`config.mk`:
```
export PLATFORM = sky130hd
export DESIGN_NAME = noise_env_vca_flat
export DESIGN_NICKNAME = d
export VERILOG_FILES = /design/src/rtl/noise_env_vca_if.sv /design/src/rtl/noise_env_vca.sv /design/src/flat_wrapper.sv
export SDC_FILE = /design/constraint.sdc
export NUM_CORES = 1
export LEC_CHECK = 0
export CAP_MARGIN = 25
export CORE_AREA = 2 2 188 190
export DETAILED_ROUTE_END_ITERATION = 10
export DIE_AREA = 0 0 190 192
export PLACE_DENSITY = 0.55
export SYNTH_ARGS = -nofsm -noshare
export SYNTH_HDL_FRONTEND = slang
export SYNTH_SLANG_ARGS = --single-unit
```
`constraint.sdc`:
```
create_clock -name a_clk -period 17.2 [get_ports a_clk]
set_input_delay 5.16 -clock a_clk [delete_from_list [all_inputs] [get_ports a_clk]]
set_output_delay 5.16 -clock a_clk [all_outputs]
set_load 0.03 [all_outputs]
```
`src/rtl/noise_env_vca_if.sv`:
```
// Bus bundle for the noise envelope VCA: strobe, sample, and envelope
// controls in; enveloped sample, envelope level and status out.
interface noise_env_vca_if;
  logic               sample_en;
  logic signed [15:0] noise_in;
  logic        [3:0]  vel;
  logic               gate;
  logic        [7:0]  attack_rate;
  logic        [7:0]  release_rate;
  logic signed [15:0] audio_out;
  logic               out_valid;
  logic        [15:0] env_out;
  logic               busy;

  modport master (
    output sample_en, noise_in, vel, gate, attack_rate, release_rate,
    input  audio_out, out_valid, env_out, busy
  );
  modport slave (
    input  sample_en, noise_in, vel, gate, attack_rate, release_rate,
    output audio_out, out_valid, env_out, busy
  );
endinterface

```
`src/rtl/noise_env_vca.sv`:
```
// Linear AR(S) envelope applied to a noise source with velocity attenuation;
// two-stage pipeline: shift + envelope update, then multiply.
module noise_env_vca #(
  parameter int MAX_SHIFT = 8
) (
  input  logic            a_clk,
  input  logic            reset_n,
  noise_env_vca_if.slave  bus
);
  localparam int          STAGES = 2;
  localparam logic [3:0]  MAX_SH = 4'(MAX_SHIFT);

  typedef enum logic [1:0] {IDLE, ATTACK, SUSTAIN, RELEASE} state_t;

  state_t              state, state_nxt;
  logic        [15:0]  env, env_nxt;
  logic                busy_r;
  logic        [15:0]  att_step, rel_step;
  logic        [16:0]  att_sum;
  logic        [3:0]   sh;
  logic [STAGES:1]     vld_pipe;
  logic signed [15:0]  atten;
  logic signed [15:0]  audio_r;
  logic signed [32:0]  prod;
  logic                unused_prod;

  always_comb begin
    att_step  = {bus.attack_rate, 8'h00};
    rel_step  = {bus.release_rate, 8'h00};
    att_sum   = {1'b0, env} + {1'b0, att_step};
    state_nxt = state;
    env_nxt   = env;
    if (bus.gate) begin
      // Retrigger from RELEASE continues from the current level.
      if (state == SUSTAIN) begin
        env_nxt = 16'hFFFF;
      end else if (bus.attack_rate == 8'h00 || att_sum >= 17'h0FFFF) begin
        env_nxt   = 16'hFFFF;
        state_nxt = SUSTAIN;
      end else begin
        env_nxt   = att_sum[15:0];
        state_nxt = ATTACK;
      end
    end else if (state != IDLE) begin
      if (bus.release_rate == 8'h00 || env <= rel_step) begin
        env_nxt   = 16'h0000;
        state_nxt = IDLE;
      end else begin
        env_nxt   = env - rel_step;
        state_nxt = RELEASE;
      end
    end else begin
      env_nxt = 16'h0000;
    end
  end

  assign sh = (bus.vel > MAX_SH) ? MAX_SH : bus.vel;

  always_ff @(posedge a_clk) begin
    if (!reset_n) begin
      state  <= IDLE;
      env    <= 16'h0000;
      busy_r <= 1'b0;
    end else if (bus.sample_en) begin
      state  <= state_nxt;
      env    <= env_nxt;
      busy_r <= (state_nxt != IDLE);
    end
  end

  // env is the level captured on the stage-1 edge, so it pairs with atten.
  assign prod        = atten * $signed({1'b0, env});
  assign unused_prod = ^{prod[32], prod[15:0]};

  always_ff @(posedge a_clk) begin
    if (!reset_n) begin
      vld_pipe <= '0;
      atten    <= '0;
      audio_r  <= '0;
    end else begin
      vld_pipe <= {vld_pipe[STAGES-1:1], bus.sample_en};
      if (bus.sample_en) atten   <= bus.noise_in >>> sh;
      if (vld_pipe[1])   audio_r <= prod[31:16];
    end
  end

  assign bus.env_out   = env;
  assign bus.busy      = busy_r;
  assign bus.out_valid = vld_pipe[STAGES];
  assign bus.audio_out = audio_r;
endmodule

```
`src/flat_wrapper.sv`:
```
// flat-port wrapper written by rule: the top's interface ports become plain ports
module noise_env_vca_flat 
#(
  parameter int MAX_SHIFT = 8
)
  (a_clk, reset_n, bus_sample_en, bus_noise_in, bus_vel, bus_gate, bus_attack_rate, bus_release_rate, bus_audio_out, bus_out_valid, bus_env_out, bus_busy);
  noise_env_vca_if bus_i ();
  input  logic a_clk;
  input  logic reset_n;
  input wire logic [$bits(bus_i.sample_en)-1:0] bus_sample_en;
  input wire logic [$bits(bus_i.noise_in)-1:0] bus_noise_in;
  input wire logic [$bits(bus_i.vel)-1:0] bus_vel;
  input wire logic [$bits(bus_i.gate)-1:0] bus_gate;
  input wire logic [$bits(bus_i.attack_rate)-1:0] bus_attack_rate;
  input wire logic [$bits(bus_i.release_rate)-1:0] bus_release_rate;
  output wire logic [$bits(bus_i.audio_out)-1:0] bus_audio_out;
  output wire logic [$bits(bus_i.out_valid)-1:0] bus_out_valid;
  output wire logic [$bits(bus_i.env_out)-1:0] bus_env_out;
  output wire logic [$bits(bus_i.busy)-1:0] bus_busy;
  assign bus_i.sample_en = bus_sample_en;
  assign bus_i.noise_in = bus_noise_in;
  assign bus_i.vel = bus_vel;
  assign bus_i.gate = bus_gate;
  assign bus_i.attack_rate = bus_attack_rate;
  assign bus_i.release_rate = bus_release_rate;
  assign bus_audio_out = bus_i.audio_out;
  assign bus_out_valid = bus_i.out_valid;
  assign bus_env_out = bus_i.env_out;
  assign bus_busy = bus_i.busy;
  noise_env_vca #(.MAX_SHIFT(MAX_SHIFT)) u_core (.a_clk(a_clk), .reset_n(reset_n), .bus(bus_i));
endmodule
```
==> summary.txt <==
Route
  • WL/cell: 15.5 µm
  • Drt pass-1 iters: 5
  • Vias per inst: 4.72
  • 1st-iter DRT viols: 332
  • Routed vias: 7867
  • Final WL: 25800 µm
  • DRC violations left: 0
  • Final antenna-violating net count: 0

Timing
  • FMAX: 130 MHz
  • Tmin final: 7.68 ns
  • Fin. max-slew vios: 0
  • Final setup TNS: 0 ns
  • Final setup viols: 0
  • RSZ-0062 raised after global routing: false
  • Worst Skew: 0.00813 ns
  • Rel. slew slack: 0.387
  • Fin worst setup slack: 9.52 ns
  • Final period utilization: 0.446
  • Slew @ Worst Pin: 0.918 ns
  • Final Hold Viols: 0

Die
  • Die Width: 190 µm
  • # rows: 68
  • I/O pins: 74
  • Die area: 0.0365 mm²
  • Core Area: 0.0343 mm²
  • Die H: 192 µm
  • Initial core utilization: 0.298

Global routing
  • Pin count of the biggest net entering global routing: 45
  • Initial antenna violation count: 2
  • Vias in the first global route: 8477
  • Global route overflow: 0
  • Global-route wire length before repair: 43900 µm
  • Gr usage total: 0.151

Synthesis
  • Mean Syn Cell Area: 8.67 µm²
  • Yosys warnings: 0
  • Register bit total from synthesis: 46
  • Top_reg_cell synth: dfxtp_1
  • Synth cell types: 68
  • Syn Nets: 1504
  • Sequential share of the synthesized area: 0.0903
  • Synth async-reset ratio: 0
  • Syn Inst Count: 1177
  • Post-synth EDFFs: 0
  • Synthesized area: 0.0102 mm²

CTS
  • Sinks on Clock Net: 46
  • Number of buffers created by CTS: 5
  • Hold_buf cts: 0
  • CTS tree: done
  • Clock Path Buffers: 2
  • Setup bufs post-CTS: 0
  • Clk Latency, worst-skew pair: 0.30 ns
  • H-tree depth: 2
  • Clk slew on worst S/H paths: 0.07 ns
  • Root Driver: clkbuf_16
  • Resize count post-CTS: 0

Critical path
  • Worst setup SP type: primary input
  • Kind of end point of the critical path: register
  • Worst EP arrival: 7.87 ns
  • CP Max Fanout: 9
  • Worst endpoint required time: 17.39 ns
  • CP most frequent cell: o21ai_1
  • Slowest cell on the critical path: clkdlybuf4s50_1
  • Slowest stage delay, CP: 0.42 ns
  • Critical path cell sequence: clkdlybuf4s50_1 -> ha_1 -> fa_1 -> a21o_1 -> a21oi_1 -> o21ai_1 -> a211o_1 -> nand2_1 -> and2_1 -> o21ai_1 -> o221a_1
  • Kind of critical path: primary input to register

Pwr
  • Pleak: 5.71 nW
  • Sw Pwr: 0.242 mW
  • VDD IR max: 37.6 µV
  • Comb power frac: 0.548
  • Overall power: 0.550 mW
  • Internal power: 0.308 mW
  • Sw frac: 0.440
  • Clock share of power: 0.211
  • Pwr Density: 47.7 mW/mm²
  • Sequential power share: 0.240

Job
  • Max-Cap Viols: 0

Layout
  • Non-filler cells, final: 1668
  • Area Overhead vs Synth: 12.9%
  • Layout cells sized above 1: 0.0347
  • Sequential standard cell area: 921 µm²
  • Multi-input logic area: 0.00816 mm²
  • Fillcell total: 3554
  • Final nets: 1538

Placed design
  • DP Wirelength: 21000 µm
  • PortBufs: 73
  • Dpl cells: 1659
  • Setup WS pre-CTS: 9.23 ns
  • GP Congestion: 0.852

Run status
  • Status: finished, final reports clean

Min path
  • Worst min-delay path class: register to register
[metal layers]
metal / vias up / wire [µm] / track usage
met1: 3911 / 11800 / 0.197
met3: 19 / 735 / 0.0119
met4: 2 / 260 / 0.0304
met5: - / 13 / 0
li1: 3810 / - / -
met2: 125 / 12900 / 0.274
[worst max-delay path: cells and delay by family]
kind | cells | cell delay (ns)
AO/OA/AOI/OAI | 6 | 1.28
adder cells (fa/ha/maj) | 2 | 0.61
buffers and inverters | 1 | 0.42
AND/OR/NAND/NOR | 2 | 0.41
[power by group through the flow]
stage               Combinational [mW]  Sequential (mW)  Clock (mW)
finish                           0.301            0.132       0.116
global route                     0.345            0.134       0.127
CTS                              0.306            0.132       0.121
detailed placement               0.303            0.134           0
global placement                 0.301            0.135           0
floorplan                        0.199            0.138           0
[state kept, by name, indices dropped and copies added, names as in the netlist]
| signal | flops |
|---|---|
| u_core.bus.env_out | 9 |
| u_core.bus.audio_out | 16 |
| u_core.atten | 16 |
| u_core.bus.busy | 1 |
| u_core.vld_pipe | 2 |
| u_core.state | 2 |
[final timing paths]
path / startpoint / endpoint / slack [ns] / cells past startpoint
min: u_core.bus.audio_out[11] / u_core.bus.audio_out[11] / 0.46 / 2
max: bus_attack_rate[0] / u_core.state[1] / 9.52 / 11
min reg2reg: u_core.bus.audio_out[11] / u_core.bus.audio_out[11] / 0.46 / 2
max reg2reg: u_core.atten[7] / u_core.bus.audio_out[12] / 10.51 / 21
[area by class of cell]
cell class | count | area share
antenna | 1 | 0.000217
clock buffer | 5 | 0.0109
clock inverter | 3 | 0.00423
inverter | 230 | 0.0749
multi-input combinational | 841 | 0.708
sequential | 46 | 0.0799
tap | 455 | 0.0494
timing repair buffer | 87 | 0.0725
[synth_stat cells (all sizes together), types with 7 or more instances]
cell type  count  area share
a211oi        16       0.012
a21o          11      0.0081
a21oi         39       0.020
a31oi          7      0.0043
and2          71       0.044
buf           14      0.0086
clkbuf        46       0.017
dfxtp         46       0.090
fa           154        0.30
ha           133        0.16
inv          230       0.085
mux2i         37       0.036
nand2        118       0.044
nand2b        12      0.0074
nand3         10      0.0049
nor2          40       0.015
nor2b         11      0.0067
nor3          14      0.0080
nor4           7      0.0049
o21ai         53       0.026
xnor2         22       0.019
xor2          20       0.017
[cells by family (layout without fill, tap and decap cells)]
kind of cell | after synthesis | in the layout | synth area share
other | 0 | 1 | 0
flip-flops | 46 | 46 | 0.0903
XOR/XNOR | 42 | 42 | 0.0361
AND/OR/NAND/NOR | 309 | 309 | 0.153
multiplexers | 42 | 42 | 0.0440
AO/OA/AOI/OAI | 161 | 161 | 0.102
adder cells (fa/ha/maj) | 287 | 287 | 0.465
buffers and inverters | 290 | 325 | 0.110
[per-stage QoR]
stage                     cell area (µm²)  hold WS [ns]   util
after global routing                11500         0.491  0.336
after global placement              11300         0.445  0.331
final                               11500         0.456  0.336
after detailed placement            11300         0.450  0.331
after CTS                           11500         0.458  0.336
after floorplan                     10200         0.461      -
[layout by cell type, fill, tap and decap left out, types with 3 or more instances in the layout]
cell               n
and2_1            68
dfxtp_1           46
o21bai_1           3
nand4_1            4
inv_1            230
nor4_1             6
fa_1             154
mux2_2             3
buf_4             14
a31oi_1            7
nand3b_1           5
a21boi_0           3
clkbuf_16          5
nor3_1            13
a21oi_1           37
xor2_1            20
nand2b_1          12
xnor2_1           22
o21ai_0           41
and2_2             3
nand3_1           10
or3_1              3
o21ai_1           12
clkdlybuf4s50_1   73
nor2_1            40
ha_1             133
nand2_1          117
and3_1             5
mux2i_1           37
nor2b_1           11
o211ai_1           5
a21o_1            11
a211oi_1          16
Note: power is estimated with default switching activity, not from simulation.
